File: src/rtl/usr_pkg.sv
//------------------------------------------------------------------------------
// Module   : usr_pkg
// Brief    : Shared mode encodings and burst FSM state type for the
//            universal shift register.
// Revision : 1.0 - initial release
//------------------------------------------------------------------------------
`default_nettype none

package usr_pkg;

  // Manual operation selected by the mode input while the FSM is idle
  localparam logic [1:0] MODE_HOLD = 2'b00;
  localparam logic [1:0] MODE_SHR  = 2'b01;
  localparam logic [1:0] MODE_SHL  = 2'b10;
  localparam logic [1:0] MODE_LOAD = 2'b11;

  // Burst sequencer states
  typedef enum logic [1:0] {
    ST_IDLE  = 2'd0,
    ST_SHIFT = 2'd1,
    ST_DONE  = 2'd2
  } usr_state_t;

endpackage

`default_nettype wire

File: src/rtl/usr_bit_counter.sv
//------------------------------------------------------------------------------
// Module   : usr_bit_counter
// Brief    : Loadable down-counter that saturates at zero; tracks the number
//            of shifts remaining in a burst.
// Revision : 1.0 - initial release
//------------------------------------------------------------------------------
`default_nettype none

module usr_bit_counter #(
  parameter int CNT_W = 4
) (
  input  logic             clk,
  input  logic             rst_n,
  input  logic             load,
  input  logic             dec,
  input  logic [CNT_W-1:0] load_val,
  output logic [CNT_W-1:0] count,
  output logic             zero
);

  logic [CNT_W-1:0] r_count;

  // Load has priority over decrement; decrement stops at zero so it never wraps
  always_ff @(posedge clk) begin
    if (!rst_n) begin
      r_count <= '0;
    end else if (load) begin
      r_count <= load_val;
    end else if (dec && (r_count != '0)) begin
      r_count <= r_count - CNT_W'(1);
    end
  end

  assign count = r_count;
  assign zero  = (r_count == '0);

endmodule

`default_nettype wire

File: src/rtl/univ_shift_reg.sv
//------------------------------------------------------------------------------
// Module   : univ_shift_reg
// Brief    : Universal shift register with manual hold/shift/load modes and an
//            automatic load-then-shift-out burst sequencer.
//            Optional feature macro USR_ROTATE_EN adds a rot input that makes
//            every shift recirculate the bit shifted out instead of using the
//            serial inputs.
// Revision : 1.0 - initial release
//------------------------------------------------------------------------------
`default_nettype none

module univ_shift_reg
  import usr_pkg::*;
#(
  parameter int WIDTH = 8
) (
  input  logic             clk,
  input  logic             rst_n,
  input  logic             en,
  input  logic [1:0]       mode,
  input  logic             sin_r,
  input  logic             sin_l,
`ifdef USR_ROTATE_EN
  input  logic             rot,
`endif
  input  logic [WIDTH-1:0] pdin,
  input  logic             start,
  input  logic             dir,
  output logic [WIDTH-1:0] q,
  output logic             sout_r,
  output logic             sout_l,
  output logic             busy,
  output logic             done
);

  localparam int               CNT_W    = $clog2(WIDTH + 1);
  localparam logic [CNT_W-1:0] CNT_INIT = CNT_W'(WIDTH);

  usr_state_t       r_state;
  usr_state_t       w_state_nxt;
  logic [WIDTH-1:0] r_q;
  logic [WIDTH-1:0] w_q_nxt;
  logic             r_dir;
  logic             w_dir_nxt;

  logic             w_cnt_load;
  logic             w_cnt_dec;
  logic [CNT_W-1:0] w_cnt;
  logic             w_cnt_zero;
  logic             w_cnt_last;

  logic             w_fill_r;
  logic             w_fill_l;
  logic [WIDTH-1:0] w_shr;
  logic [WIDTH-1:0] w_shl;

  // Fill bits: rotation recirculates the bit leaving the opposite end
`ifdef USR_ROTATE_EN
  assign w_fill_r = rot ? r_q[0]       : sin_r;
  assign w_fill_l = rot ? r_q[WIDTH-1] : sin_l;
`else
  assign w_fill_r = sin_r;
  assign w_fill_l = sin_l;
`endif

  assign w_shr = {w_fill_r, r_q[WIDTH-1:1]};
  assign w_shl = {r_q[WIDTH-2:0], w_fill_l};

  // The shift that takes the count from 1 to 0 is the last of the burst;
  // the zero term only guards against an impossible empty count in SHIFT.
  assign w_cnt_last = (w_cnt == CNT_W'(1)) || w_cnt_zero;

  usr_bit_counter #(
    .CNT_W (CNT_W)
  ) u_cnt (
    .clk      (clk),
    .rst_n    (rst_n),
    .load     (w_cnt_load),
    .dec      (w_cnt_dec),
    .load_val (CNT_INIT),
    .count    (w_cnt),
    .zero     (w_cnt_zero)
  );

  // Next-state, data path and counter control; nothing moves without en
  always_comb begin
    w_state_nxt = r_state;
    w_q_nxt     = r_q;
    w_dir_nxt   = r_dir;
    w_cnt_load  = 1'b0;
    w_cnt_dec   = 1'b0;
    if (en) begin
      case (r_state)
        ST_IDLE: begin
          if (start) begin
            w_q_nxt     = pdin;
            w_dir_nxt   = dir;
            w_cnt_load  = 1'b1;
            w_state_nxt = ST_SHIFT;
          end else begin
            case (mode)
              MODE_SHR:  w_q_nxt = w_shr;
              MODE_SHL:  w_q_nxt = w_shl;
              MODE_LOAD: w_q_nxt = pdin;
              default:   w_q_nxt = r_q;
            endcase
          end
        end
        ST_SHIFT: begin
          w_q_nxt   = r_dir ? w_shl : w_shr;
          w_cnt_dec = 1'b1;
          if (w_cnt_last) begin
            w_state_nxt = ST_DONE;
          end
        end
        ST_DONE: begin
          w_state_nxt = ST_IDLE;
        end
        default: begin
          w_state_nxt = ST_IDLE;
        end
      endcase
    end
  end

  // State, data and latched direction registers with synchronous reset
  always_ff @(posedge clk) begin
    if (!rst_n) begin
      r_state <= ST_IDLE;
      r_q     <= '0;
      r_dir   <= 1'b0;
    end else begin
      r_state <= w_state_nxt;
      r_q     <= w_q_nxt;
      r_dir   <= w_dir_nxt;
    end
  end

  assign q      = r_q;
  assign sout_r = r_q[0];
  assign sout_l = r_q[WIDTH-1];
  assign busy   = (r_state == ST_SHIFT);
  assign done   = (r_state == ST_DONE);

endmodule

`default_nettype wire

File: config.mk
export PLATFORM = sky130hd
export DESIGN_NAME = univ_shift_reg
export DESIGN_NICKNAME = d
export VERILOG_FILES = /design/src/rtl/usr_pkg.sv /design/src/rtl/usr_bit_counter.sv /design/src/rtl/univ_shift_reg.sv
export SDC_FILE = /design/constraint.sdc
export NUM_CORES = 1
export LEC_CHECK = 0
export CAP_MARGIN = 20
export CORE_MARGIN = 2
export CORE_UTILIZATION = 47
export CTS_CLUSTER_DIAMETER = 120
export DETAILED_ROUTE_END_ITERATION = 12
export PLACE_DENSITY = 0.89
export SYNTH_ARGS = -nofsm -noshare
export SYNTH_HDL_FRONTEND = slang
export SYNTH_SLANG_ARGS = --single-unit
File: constraint.sdc
create_clock -name clk -period 1.84 [get_ports clk]
set_input_delay 0.368 -clock clk [delete_from_list [all_inputs] [get_ports clk]]
set_output_delay 0.368 -clock clk [all_outputs]
set_load 0.1 [all_outputs]
==> results of run 1 <==
[cell families after synthesis]
logic type	count (synthesis)
XOR/XNOR	3
multiplexers	11
flip-flops	15
AO/OA/AOI/OAI	45
buffers and inverters	15
AND/OR/NAND/NOR	33
adder cells (fa/ha/maj)	2
[registers in the layout, summed over array words and instances, names as in the netlist]
register	cells
r_state	2
u_cnt.count	4
q	8
r_dir	1
[cell usage after synthesis]
| master | n | area, um^2 |
|---|---|---|
| nand2b_1 | 1 | 6.26 |
| xnor2_1 | 3 | 26.3 |
| clkbuf_1 | 2 | 7.51 |
| nor2b_1 | 2 | 12.5 |
| ha_1 | 2 | 25.0 |
| a31o_2 | 6 | 52.6 |
| a211oi_1 | 5 | 37.5 |
| a221oi_1 | 2 | 17.5 |
| and3_2 | 6 | 45.0 |
| nor3_1 | 1 | 5.00 |
| nor3b_1 | 3 | 22.5 |
| inv_1 | 5 | 18.8 |
| and3b_2 | 5 | 50.1 |
| buf_6 | 2 | 22.5 |
| mux2i_1 | 11 | 110 |
| or3_1 | 1 | 6.26 |
| o211ai_1 | 1 | 7.51 |
| dfxtp_1 | 15 | 300 |
| nand3_1 | 1 | 5.00 |
| nand2_1 | 4 | 15.0 |
| buf_2 | 4 | 20.0 |
| buf_4 | 2 | 15.0 |
| a21o_2 | 1 | 8.76 |
| o41ai_4 | 1 | 27.5 |
| a21oi_1 | 23 | 115 |
| nor2_1 | 7 | 26.3 |
| o21ai_0 | 6 | 30.0 |
| nand3b_1 | 2 | 15.0 |
[where the power goes]
part           switching (mW)  internal [mW]  leakage, nW  total (mW)
Clock                   0.107         0.0844       0.0150       0.192
Sequential             0.0422          0.346        0.123       0.388
Combinational           0.248          0.181        0.459       0.429
Total                   0.398          0.611        0.597        1.01
[layout make-up]
class                           instances  area, um^2
Clock buffer                            4        26.3
Fill cell                             164         651
Timing Repair Buffer                   37         468
Tap cell                               28        35.0
Inverter                                5        18.8
Sequential cell                        15         302
Multi-Input combinational cell         94         669
[layer usage]
metal | global-route usage (%) | share of wire [%] | vias to the layer above
li1 | - | - | 517
met1 | 23.5 | 39 | 497
met2 | 40.5 | 54 | 35
met3 | 2.92 | 4.8 | 8
met4 | 9.65 | 2.2 | 0
met5 | 0 | 0 | -
[timing repair]
item / CTS / global route
endpoints found under the setup margin: 0 / 1
endpoints found under the hold margin: 0 / 0
resized for setup: 0 / 1
[stage by stage]
stage	instance area, um^2	setup TNS (ns)	utilization [%]	setup WS [ns]
2_1_floorplan	1050	0	-	0.0654
3_3_place_gp	1490	-0.420	68.7	-0.0722
3_5_place_dp	1490	-0.670	68.7	-0.112
4_1_cts	1520	0	70.0	0.0224
5_1_grt	1520	0	70.0	0.0456
6_report	1520	0	70.0	0.103
[worst paths after layout]
kind / start / to / slack [ns]
worst max-delay path: r_state[0] / busy / 0.10
worst min-delay path: u_cnt.count[1] / u_cnt.count[1] / 0.52
worst max register to register: r_state[1] / q[4] / 0.42
worst min register to register: u_cnt.count[1] / u_cnt.count[1] / 0.52
[worst min-delay path, delay by kind of cell, from the launching register on]
family	cells	cell delay, ns
AND/OR/NAND/NOR	1	0.10
AO/OA/AOI/OAI	1	0.05
flip-flops	1	0.33
==> flow_summary.ini, run 1 <==
[timing]
finalSetupViolCount = 0
fin_hold_ws_ns = 0.522
max_freq_ghz = 0.576
worst_clock_skew_ns = 0.00139
rsz0062_at_grt = no
post-route-period-util_pct = 94.4
relSlewSlack_pct = 65.2
post-route-min-period_ns = 1.74
finalHoldViolCount = 0
worst_slew_pin_slew_ns = 0.522
drv_slew = 0

[routing]
wl_per_cell_um = 14.2
routed_wirelength_um = 2600
drt_pass1_iterations = 4
drc_errors = 0
vias = 1057
final_antenna_net_count = 0
avgViaCountPerCell = 5.78
drt_iter0_markers = 20

[layout]
final_common_cell = a21oi_1
nNetsFinal = 175
syn2layout_area_growth_pct = 44.5
drive_gt1_share_pct = 29.0
final_cell_mix = 23 x a21oi_1, 16 x clkdlybuf4s50_1, 14 x dfxtp_1, 12 x buf_12, 11 x mux2i_1
layout.cells.non_filler = 183
antenna_cells = 0

[logic_synthesis]
netlist_instances = 124
yosysUniqueCellTypes = 28
ys_seq_elements = 15
synthAdderAreaFrac_pct = 2.38
synth_top_family_by_area = compound AO/OA/AOI/OAI gates
synth-simple-area-share_pct = 19.9
syn_avg_cell_area_um2 = 8.48
syn-num-nets = 143
synth-xor-area-share_pct = 2.50
ys_warn_count = 0
synthMuxAreaShare_pct = 10.5
synth_compound_area_share_pct = 28.2
seq_area_frac_synth_pct = 28.6
synth_area_mm2 = 0.00105

[worst_hold_path]
holdCritPathClass = flip-flop to flip-flop
hold_depth = 2

[placement]
hpwlAfterDp_um = 1980
dp_cells = 179
place.gp.congestion = 0.848
io_buffer_count = 28

[worst_setup_path]
path_max_fanout = 18
crit_cells = 3
startpoint_type = flip-flop
critPathSlowestCell = dfxtp_2
worst-path-buf-inv = 2
crit_chain = nor2b_1 > buf_4 > buf_12
critPathTopFamily = buffers and inverters
worstPathArrival_ns = 1.37
end_kind = output pin
rr_worst_depth = 5
cp.required_ns = 1.47
slowest_delay_ns = 0.41
critPathKind = flip-flop to output pin

[cts]
path_clk_slew_ns = 0.09
cts_tree = done
clock_path_buffers = 2
ctsHtreeMaxLevel = 1
cts.sinks = 15
cts_inserted_buffers = 3
hold_buffers = 0
clk_latency_ns = 0.29
root_buffer = clkbuf_4
post_cts_buffers = 0

[power]
finalPower_mw = 1.01
cellLeakagePower_nw = 0.597
vdd_drop_max_mv = 0.465
p_per_area_mw_per_mm2 = 664

[floorplanning]
core_mm2 = 0.00217
die_w_um = 51.3
dieArea_mm2 = 0.00263
ios = 29
num_rows = 17
die_h_um = 51.3
initial_core_util_pct = 48.4

[global_route]
grt_max_degree = 19
grt_pass1_vias = 1046
grtUsageTotal_pct = 21.4
antenna_found_initial = 0
grt_first_pass_wirelength_um = 4320
grt_overflow_total = 0

[outcome]
status = finished clean

[run]
cap_viol_max_count = 0
Note: power is estimated with default switching activity, not from simulation.
==> run 2, diff against run 1 <==
--- a/config.mk
+++ b/config.mk
@@ -7,10 +7,11 @@
 export LEC_CHECK = 0
 export CAP_MARGIN = 20
 export CORE_MARGIN = 2
-export CORE_UTILIZATION = 47
+export CORE_UTILIZATION = 49
+export CTS_BUF_LIST = sky130_fd_sc_hd__clkbuf_8
 export CTS_CLUSTER_DIAMETER = 120
 export DETAILED_ROUTE_END_ITERATION = 12
-export PLACE_DENSITY = 0.89
+export PLACE_DENSITY = 0.92
 export SYNTH_ARGS = -nofsm -noshare
 export SYNTH_HDL_FRONTEND = slang
 export SYNTH_SLANG_ARGS = --single-unit
==> run 2 against run 1 <==
  * Core utilization up 6.7 points
  * Count of clock-buffer cells in the layout decreased by 1
  * Critical path depth increased by 3
  * Non-clock buffer count is the same
  * Clock skew up 0.0037 ns
  * Wire length grew 6.9%
  * Largest power group unchanged
==> flow_summary.ini, run 2 (synthesized netlist as in run 1, its figures left out) <==
[timing]
post-route-min-period_ns = 1.78
finalSetupViolCount = 0
fin_hold_ws_ns = 0.521
post-route-period-util_pct = 96.8
finalHoldViolCount = 0
max_freq_ghz = 0.562
worst_clock_skew_ns = 0.00504
worst_slew_pin_slew_ns = 0.526
relSlewSlack_pct = 64.9
rsz0062_at_grt = no
drv_slew = 0
fin_tns_setup_ns = 0

[global_route]
grt_pass1_vias = 1054
grtUsageTotal_pct = 22.6
grt_max_degree = 19
grt_first_pass_wirelength_um = 4560
antenna_found_initial = 0
grt_overflow_total = 0

[layout]
utilization_pct = 76.8
final_area_mm2 = 0.00154
final_common_cell = a21oi_1
fillers = 139
nNetsFinal = 175
final_cell_mix = 23 x a21oi_1, 16 x clkdlybuf4s50_1, 15 x dfxtp_1, 12 x buf_12, 11 x mux2i_1
largest_reg_flops = 8
antenna_cells = 0
syn2layout_area_growth_pct = 46.2
drive_gt1_share_pct = 29.0

[routing]
drc_errors = 0
drt_iter0_markers = 61
vias = 1075
avgViaCountPerCell = 5.91
final_antenna_net_count = 0
routed_wirelength_um = 2780
drt_pass1_iterations = 4
wl_per_cell_um = 15.3

[worst_hold_path]
hold_depth = 2
hold_end = u_cnt.count[1]
holdCritPathClass = flip-flop to flip-flop
min_from = u_cnt.count[1]

[worst_setup_path]
worstPathArrival_ns = 1.93
worst-path-buf-inv = 2
startpoint_type = primary input
critPathKind = primary input to flip-flop
cp.required_ns = 1.99
end_kind = flip-flop
r2r-start = r_state[1]
crit_chain = clkdlybuf4s50_1 > nor2b_1 > o41ai_4 > buf_4 > and3_2 > a31o_2
rr_endpoint = q[2]
rrSetupSlack_ns = 0.35
path_max_fanout = 16
critPathSlowestCell = clkdlybuf4s50_1
rr_worst_depth = 5
critPathTopFamily = buffers and inverters
slowest_delay_ns = 0.49

[floorplanning]
dieArea_mm2 = 0.00253
die_h_um = 50.3
num_rows = 16
initial_core_util_pct = 52.5
die_w_um = 50.3
ios = 29
core_mm2 = 0.00200

[placement]
hpwlAfterDp_um = 2040
place.gp.congestion = 0.830
placed_cell_area_mm2 = 0.00149
io_buffer_count = 28

[run]
cap_viol_max_count = 0

[cts]
clock_path_buffers = 2
cts_tree = done
cts_inserted_buffers = 3
cts.sinks = 15
post_cts_buffers = 0
root_buffer = clkbuf_8
clk_latency_ns = 0.25
hold_buffers = 0
ctsHtreeMaxLevel = 1
path_clk_slew_ns = 0.07
cts_resized = 0

[power]
cellLeakagePower_nw = 0.607
vdd_drop_max_mv = 0.711
p_per_area_mw_per_mm2 = 716

[outcome]
status = finished clean
-- run 2: cell type report --
type	count	area (um^2)	area share, %
well taps	27	33.8	2.20
clock buffers	3	41.3	2.69
multi-input cells	94	669	43.6
repair buffers	37	468	30.5
flip-flops and latches	15	300	19.5
clock inverters	1	5.00	0.326
inverters	5	18.8	1.22
-- run 2: worst min-delay path, cell delays in order (launching register included) --
cell and delay (ns):
dfxtp_1 0.32, nor2_1 0.10, a211oi_1 0.05
-- run 2: metrics by stage --
step	setup WS (ns)	power [mW]	std cells
floorplan	0.0654	0.658	124
global placement	-0.0689	0.811	178
detailed placement	-0.159	0.825	178
CTS	0.0520	1.09	182
global route	0.0170	1.14	182
finish	0.0595	1.10	182
-- run 2: how the worst max path moves through the flow --
stage	end	cells after the start	slack (ns)	startpoint
6_report	q[2]	6	0.06	en
5_1_grt	q[6]	6	0.02	en
4_1_cts	q[2]	6	0.05	en
3_5_place_dp	q[2]	6	-0.16	en
3_3_place_gp	q[0]	6	-0.07	en
2_1_floorplan	q[7]	1	0.07	q[7]
-- run 2: layer usage --
layer	vias to the layer above	share of wire, %	wire length, um	global-route usage (%)
met3	4	6.0	168	2.08
met5	-	0	0	0
met1	504	40	1110	27.1
li1	517	-	-	-
met2	50	53	1480	41.9
met4	0	0.93	26	7.21
-- run 2: power breakdown --
group | internal (mW) | total, mW | switching [mW]
combinational | 0.181 | 0.433 | 0.252
clock | 0.150 | 0.278 | 0.128
sequential | 0.346 | 0.388 | 0.0425
total | 0.677 | 1.10 | 0.422
==> run 3, diff against run 2 <==
--- a/config.mk
+++ b/config.mk
@@ -5,12 +5,13 @@
 export SDC_FILE = /design/constraint.sdc
 export NUM_CORES = 1
 export LEC_CHECK = 0
-export CAP_MARGIN = 20
+export CAP_MARGIN = 10
 export CORE_MARGIN = 2
 export CORE_UTILIZATION = 49
 export CTS_BUF_LIST = sky130_fd_sc_hd__clkbuf_8
 export CTS_CLUSTER_DIAMETER = 120
 export DETAILED_ROUTE_END_ITERATION = 12
+export GPL_TIMING_DRIVEN = 0
 export PLACE_DENSITY = 0.92
 export SYNTH_ARGS = -nofsm -noshare
 export SYNTH_HDL_FRONTEND = slang
==> run 3 against run 2 <==
  * Fmax grew 3.3%
  * Worst hold slack gained 0.0089 ns
  * Core utilization shrank 5.2 points
  * Sequential power shrank 4%
  * Combinational power shrank 10%
  * Wire length grew 1.3%
  * Count of clock-buffer cells in the layout is the same
  * Final cell count shrank 0.55%
  * Design area shrank 6.8%
  * First-iteration DRC count shrank 39%
  * Via count shrank 0.65%
==> flow_summary.ini, run 3 (synthesized netlist as in run 1, its figures left out) <==
[outcome]
status = finished clean

[worst_setup_path]
critPathKind = flip-flop to output pin
critPathSlowestCell = dfxtp_2
crit_chain = nor2b_1 > clkbuf_4 > buf_6 > buf_12
worstPathArrival_ns = 1.36
path_max_fanout = 10
startpoint_type = flip-flop
end_kind = output pin
cp.required_ns = 1.47
slowest_delay_ns = 0.40

[worst_hold_path]
holdCritPathClass = flip-flop to flip-flop

[floorplanning]
dieArea_mm2 = 0.00253
num_rows = 16
initial_core_util_pct = 52.5
core_mm2 = 0.00200
die_w_um = 50.3
ios = 29
die_h_um = 50.3

[routing]
avgViaCountPerCell = 5.90
final_antenna_net_count = 0
drt_iter0_markers = 37
vias = 1068
wl_per_cell_um = 15.6
drt_pass1_iterations = 4
routed_wirelength_um = 2820
drc_errors = 0

[layout]
largest_reg_flops = 8
antenna_cells = 0
syn2layout_area_growth_pct = 36.2
final_area_mm2 = 0.00143
nNetsFinal = 174
drive_gt1_share_pct = 29.9
final_cell_mix = 23 x a21oi_1, 14 x clkdlybuf4s50_1, 14 x dfxtp_1, 11 x mux2i_1, 11 x clkdlybuf4s15_2
layout.cells.non_filler = 181
final_common_cell = a21oi_1

[power]
cellLeakagePower_nw = 0.552
p_per_area_mw_per_mm2 = 729
finalPower_mw = 1.04
vdd_drop_max_mv = 0.536

[timing]
post-route-min-period_ns = 1.72
rsz0062_at_grt = no
drv_slew = 0
worst_slew_pin_slew_ns = 0.549
finalSetupViolCount = 0
worst_clock_skew_ns = 0.00307
fin_tns_setup_ns = 0
relSlewSlack_pct = 63.6
post-route-period-util_pct = 93.7
max_freq_ghz = 0.580
finalHoldViolCount = 0

[placement]
hpwlAfterDp_um = 2020
placed_cell_area_mm2 = 0.00135
io_buffer_count = 26
place.gp.congestion = 0.840
dp_cells = 177

[cts]
path_clk_slew_ns = 0.07
ctsHtreeMaxLevel = 1
cts_tree = done
hold_buffers = 0
root_buffer = clkbuf_8
cts.sinks = 15
clk_latency_ns = 0.25
cts_inserted_buffers = 3
clock_path_buffers = 2

[global_route]
grt_max_degree = 11
grt_first_pass_wirelength_um = 4750
grt_overflow_total = 0
grt_pass1_vias = 1101
antenna_found_initial = 0
grtUsageTotal_pct = 23.8

[run]
cap_viol_max_count = 0
[run 3: metrics by stage]
stage               setup slack [ns]  util [%]  hold slack (ns)
finish                         0.116      71.5            0.530
global route                  0.0246      71.5            0.552
CTS                           0.0336      70.9            0.527
detailed placement            -0.767      67.3            0.526
global placement              -0.738      67.3            0.492
floorplan                     0.0654         -            0.480
[run 3: what timing repair did]
action                     CTS  global route
pin swaps                    0             0
setup buffers                0             0
gates resized for setup     43             5
setup endpoints to repair   12             2
[run 3: critical path: cells and delay by family, from the launching register on]
family | cells | cell delay, ns
buffers and inverters | 3 | 0.56
flip-flops | 1 | 0.40
AND/OR/NAND/NOR | 1 | 0.14
[run 3: routing by layer]
metal  wire, um  track usage [%]  up-vias
met1       1130             26.6      501
met5          0                0        -
met2       1490             44.5       51
li1           -                -      512
met4         17             10.4        0
met3        183             2.98        4
[run 3: where the power goes]
part / internal (mW) / switching, mW
sequential: 0.346 / 0.0282
combinational: 0.134 / 0.256
clock: 0.152 / 0.128
[run 3: path summary, 6_finish.rpt]
check / start / endpoint / slack [ns] / cells past startpoint
setup / recovery: r_state[0] / busy / 0.12 / 4
hold / removal: r_state[1] / r_state[1] / 0.53 / 2
setup reg to reg: r_state[0] / q[2] / 0.28 / 4
hold reg to reg: r_state[1] / r_state[1] / 0.53 / 2
[run 3: cell type report]
class | count | area (um^2)
multi-input combinational | 94 | 669
clock buffer | 3 | 41.3
fill | 155 | 571
buffer | 10 | 75.1
timing repair buffer | 26 | 284
sequential | 15 | 302
clock inverter | 1 | 7.51
inverter | 5 | 18.8
tap | 27 | 33.8
==> patch 1: new RTL, flow settings as in run 2 <==
Add a define of `USR_ROTATE_EN`.
--- a/src/rtl/univ_shift_reg.sv
+++ b/src/rtl/univ_shift_reg.sv
@@ -10,2 +10,4 @@
 `default_nettype none
+
+`define USR_ROTATE_EN
 
Ports: changed (added rot); port bits go from 29 to 30. The function was not compared with the original's and may differ.
==> patch 1 against run 2 <==
- cell area grew 2.1%
- worst setup slack lost 0.014 ns
- cell count grew 3.8%
- hold slack gained 0.0040 ns
- wire length grew 2.7%
- register-to-register slack lost 0.06 ns
- combinational power grew 9.2%
- largest power group unchanged
- sequential power grew 2%
- synthesized cell count grew 6.5%
- synthesized area grew 2.9%
- sequential cell count is the same
- power grew 3.3%
- utilization shrank 3.7 points
==> patch 1: results (changes against run 2) <==
* Syn nets at 152 (was 143)
* Port Buffer Count at 29 (was 28)
* Final wirelength at 2.86 mm (was 2.78 mm)
* Final Non-Filler Cells at 189 (was 182)
* Vias in the first global route at 1,026 (was 1,054)
* Hpwl dp at 2.20 mm (was 2.04 mm)
* Overall routing resource usage at 23.4% (was 22.6%)
* LEAKAGE at 0.598 nW (was 0.607 nW)
* Sequential share of the synthesized area at 27.8% (was 28.6%)
* Pin count of the biggest net entering global routing at 18 (was 19)
* P_int at 0.691 mW (was 0.677 mW)
* Initial antenna violation count at 0 (unchanged)
* # diodes at 0 (unchanged)
* Ys flop type: dfxtp_1 (unchanged)
* Max Clock Skew at 0.000634 ns (was 0.00504 ns)
* CTS clk-pin slew, worst paths at about 0.060 ns
* CTS root buffer: clkbuf_8 (unchanged)
* Worst-Margin Slew at 0.518 ns (was 0.526 ns)
* Number of DRC markers in iteration 0 at 33 (was 61)
* Drt pass-1 iters at 4 (unchanged)
* Hold WC Path Type: flop to flop (unchanged)
* Syn Inst Count at 132 (was 124)
* Top post-synthesis cells by area: dfxtp_1 (28%), a21oi_1 (8.3%), mux2i_1 (8.3%) (was dfxtp_1 (29%), a21oi_1 (11%), mux2i_1 (10%))
* Peak supply drop at 0.457 mV (was 0.711 mV)
* Num CTS Buffers at 3 (unchanged)
* Crit path DAT at 1.43 ns (was 1.93 ns)
* # fillers at 150 (was 139)
* Clock Path Buffers at 2 (unchanged)
* Synth Warn # at 0 (unchanged)
* Pre-CTS WS at -0.0963 ns (was -0.159 ns)
* Synth cell count leaders: a21oi_1 (18), dfxtp_1 (15), a221oi_1 (10), nor2_1 (10) (was a21oi_1 (23), dfxtp_1 (15), mux2i_1 (11))
* Ys async rst share at 0% (unchanged)
* Placed cells at 185 (was 178)
* Vias at 1,121 (was 1,075)
* Synth cell types at 31 (was 28)
* H-tree levels at 1 (unchanged)
* Crit Path Max Fanout at 17 (was 16)
* Final net count at 182 (was 175)
* GPL Wtd Cong at 0.819 (was 0.830)
* Status: finished clean (unchanged)
* Max reg flops at 8 (unchanged)
* Clk_lat worst skew at ~0.24 ns
* Share of layout cells above drive strength 1 at 20.5% (was 29.0%)
* First-pass GRT wire length at 4.68 mm (was 4.56 mm)
patch 1: cell types whose count changed in the layout (fill, tap and decap cells not counted), sizes merged, moves of 4 or more:
cell / run 2 / this run
a221oi: 2 / 10
and3b: 5 / 0
inv: 5 / 10
a21oi: 23 / 19
patch 1: cell families after synthesis:
kind of cell | share of synthesized area, %
buf+inv | 8.56
flops | 27.8
simple gates | 16.4
xor+xnor | 2.43
fa+ha+maj | 2.31
mux | 8.33
compound gates | 34.1
patch 1: power groups by stage:
stage	sequential, mW	combinational [mW]	clock, mW
final	0.394	0.473	0.269
after global placement	0.397	0.460	0
after global routing	0.397	0.498	0.281
after CTS	0.392	0.473	0.270
after floorplan	0.488	0.205	0
after detailed placement	0.399	0.472	0
patch 1: critical path: stages, from the launching register on:
cell and delay (ns):
dfxtp_1 0.47, nand2b_1 0.26, inv_4 0.24, buf_12 0.20
patch 1: per-stage QoR:
step           util (%)  instance area [sq um]
4_1_cts            72.9                   1570
2_1_floorplan         -                   1080
6_report           73.0                   1570
5_1_grt            73.0                   1570
3_3_place_gp       70.8                   1520
3_5_place_dp       70.8                   1520
patch 1: routing by layer:
layer,vias to the layer above,wire length [um],track usage (%)
li1,551,-,-
met2,33,1500,42.6
met4,0,36,9.46
met5,-,0,0
met3,4,110,3.22
met1,533,1210,27.2
patch 1: path summary, 6_finish.rpt:
| path | startpoint | endpoint | slack (ns) | cells past startpoint |
|---|---|---|---|---|
| hold / removal | u_cnt.count[1] | u_cnt.count[1] | 0.53 | 2 |
| hold reg to reg | u_cnt.count[1] | u_cnt.count[1] | 0.53 | 2 |
| setup / recovery | r_state[0] | busy | 0.05 | 3 |
| setup reg to reg | r_state[0] | q[3] | 0.29 | 5 |
patch 1: area by class of cell:
class	count	area, sq um	share of cell area [%]
clock buffers	3	41.3	2.63
clock inverters	1	5.00	0.319
inverters	10	40.0	2.55
multi-input cells	97	691	44.0
flip-flops and latches	15	302	19.2
well taps	28	35.0	2.23
repair buffers	35	455	29.0
patch 1: repair_timing:
action / CTS / global route
setup endpoints to repair: 0 / 1
setup buffers: 0 / 0
gates resized for setup: 0 / 2
hold endpoints to repair: 0 / 0
hold buffers: 0 / 0
==> patch 2: new RTL, settings of run 2 <==
Without the edit above. Encoding of `usr_state_t`: now one-hot (3 bits for 3 states).
--- a/src/rtl/usr_pkg.sv
+++ b/src/rtl/usr_pkg.sv
@@ -17,6 +17,6 @@
   // Burst sequencer states
-  typedef enum logic [1:0] {
-    ST_IDLE  = 2'd0,
-    ST_SHIFT = 2'd1,
-    ST_DONE  = 2'd2
+  typedef enum logic [2:0] {
+    ST_IDLE  = 3'b001,
+    ST_SHIFT = 3'b010,
+    ST_DONE  = 3'b100
   } usr_state_t;
Formal check against the unedited RTL: same outputs for any inputs over 10 cycles, from zero or initial values and one cycle with rst_n low; not proved beyond that.
==> patch 2 against run 2 <==
- via count down 3.0%
- power down 3.1%
- synthesized area up 4.3%
- cell area up 4.6%
- wire length down 3.8%
- fmax up 2.2%
- synthesized cell count up 0.81%
- sequential cell count up 1
- clock power up 10%
- worst setup slack better by 0.038 ns
- hold slack worse by 0.0084 ns
- clock skew down 0.0040 ns
- critical path type is now flop to output pin
- highest routed layer unchanged
==> patch 2: results (changes against run 2) <==
* Max Clock Skew at 0.00108 ns (was 0.00504 ns)
* Tcrit/Tclk final at 94.7% (was 96.8%)
* Critical Path Start: r_state[0] (was en)
* Status: finished clean (unchanged)
* Clk tree area frac at 3.43% (was 3.01%)
* Pre-CTS WS at -0.0855 ns (was -0.159 ns)
* First-pass GRT wire length at 4.47 mm (was 4.56 mm)
* Mean Syn Cell Area at 8.77 sq um (was 8.48 sq um)
* Crit Path Max Fanout at 19 (was 16)
* Multi-input gate area at 727 sq um (was 669 sq um)
* Worst-Margin Slew at 0.499 ns (was 0.526 ns)
* Clock buffer cells at 4 (was 3)
* Seq_cells at 16 (was 15)
* Vias at 1,043 (was 1,075)
* Number of DRC markers in iteration 0 at 24 (was 61)
* # fillers at 168 (was 139)
* Top post-synthesis cells by area: dfxtp_1 (29%), mux2i_1 (15%), a32o_1 (6.4%) (was dfxtp_1 (29%), a21oi_1 (11%), mux2i_1 (10%))
* Clock share of power at 28.7% (was 25.3%)
* Reg-to-reg endpoint: u_cnt.count[3] (was q[2])
* LEAKAGE at 0.581 nW (was 0.607 nW)
* Final net count at 177 (was 175)
* Inverters at 4 (was 5)
* Synth cell types at 38 (was 28)
* Seq/total area at 20.0% (was 19.5%)
* WL/cell at 14.5 um (was 15.3 um)
* Placed cells at 181 (was 178)
* #MultiIn Comb at 98 (was 94)
* Share of layout cells above drive strength 1 at 21.0% (was 29.0%)
* Yosys top cell area share at 29.2% (was 28.6%)
-- patch 2: layer usage --
| layer | global-route usage [%] | part of all wire [%] | vias up |
|---|---|---|---|
| met2 | 41.8 | 50 | 40 |
| met3 | 2.05 | 5.1 | 4 |
| met4 | 7.46 | 1.2 | 0 |
| li1 | - | - | 523 |
| met1 | 25.9 | 43 | 476 |
| met5 | 0 | 0 | - |
-- patch 2: stage by stage --
step / area [sq um] / power, mW
detailed placement: 1550 / 0.765
floorplan: 1110 / 0.624
global placement: 1550 / 0.757
CTS: 1610 / 1.07
finish: 1610 / 1.07
global route: 1610 / 1.10
-- patch 2: worst min path at each step --
stage / end / slack (ns) / from / depth (start not counted)
floorplan: r_state[0] / 0.43 / rst_n / 1
global placement: u_cnt.count[1] / 0.49 / u_cnt.count[1] / 2
detailed placement: u_cnt.count[1] / 0.51 / u_cnt.count[1] / 2
CTS: u_cnt.count[1] / 0.51 / u_cnt.count[1] / 2
global route: r_state[1] / 0.58 / r_state[1] / 2
finish: u_cnt.count[1] / 0.51 / u_cnt.count[1] / 2
-- patch 2: cells by family after synthesis --
family / synth area share (%)
AOI/OAI and AO/OA: 23.5
xor gates and xnor gates: 2.40
adders and majority gates: 2.28
buffers and inverters: 5.48
DFF: 29.2
muxes: 14.6
and+or+nand+nor: 22.5
-- patch 2: timing repair --
item	4_1_cts	5_1_grt
setup endpoints to repair	0	1
gates resized for setup	0	1
endpoints found under the hold margin	0	0
-- patch 2: worst max-delay path: cells and delay by family, from the launching register on --
kind	cells	cell delay, ns
buffers and inverters	3	0.64
DFF	1	0.33
and+or+nand+nor	1	0.15
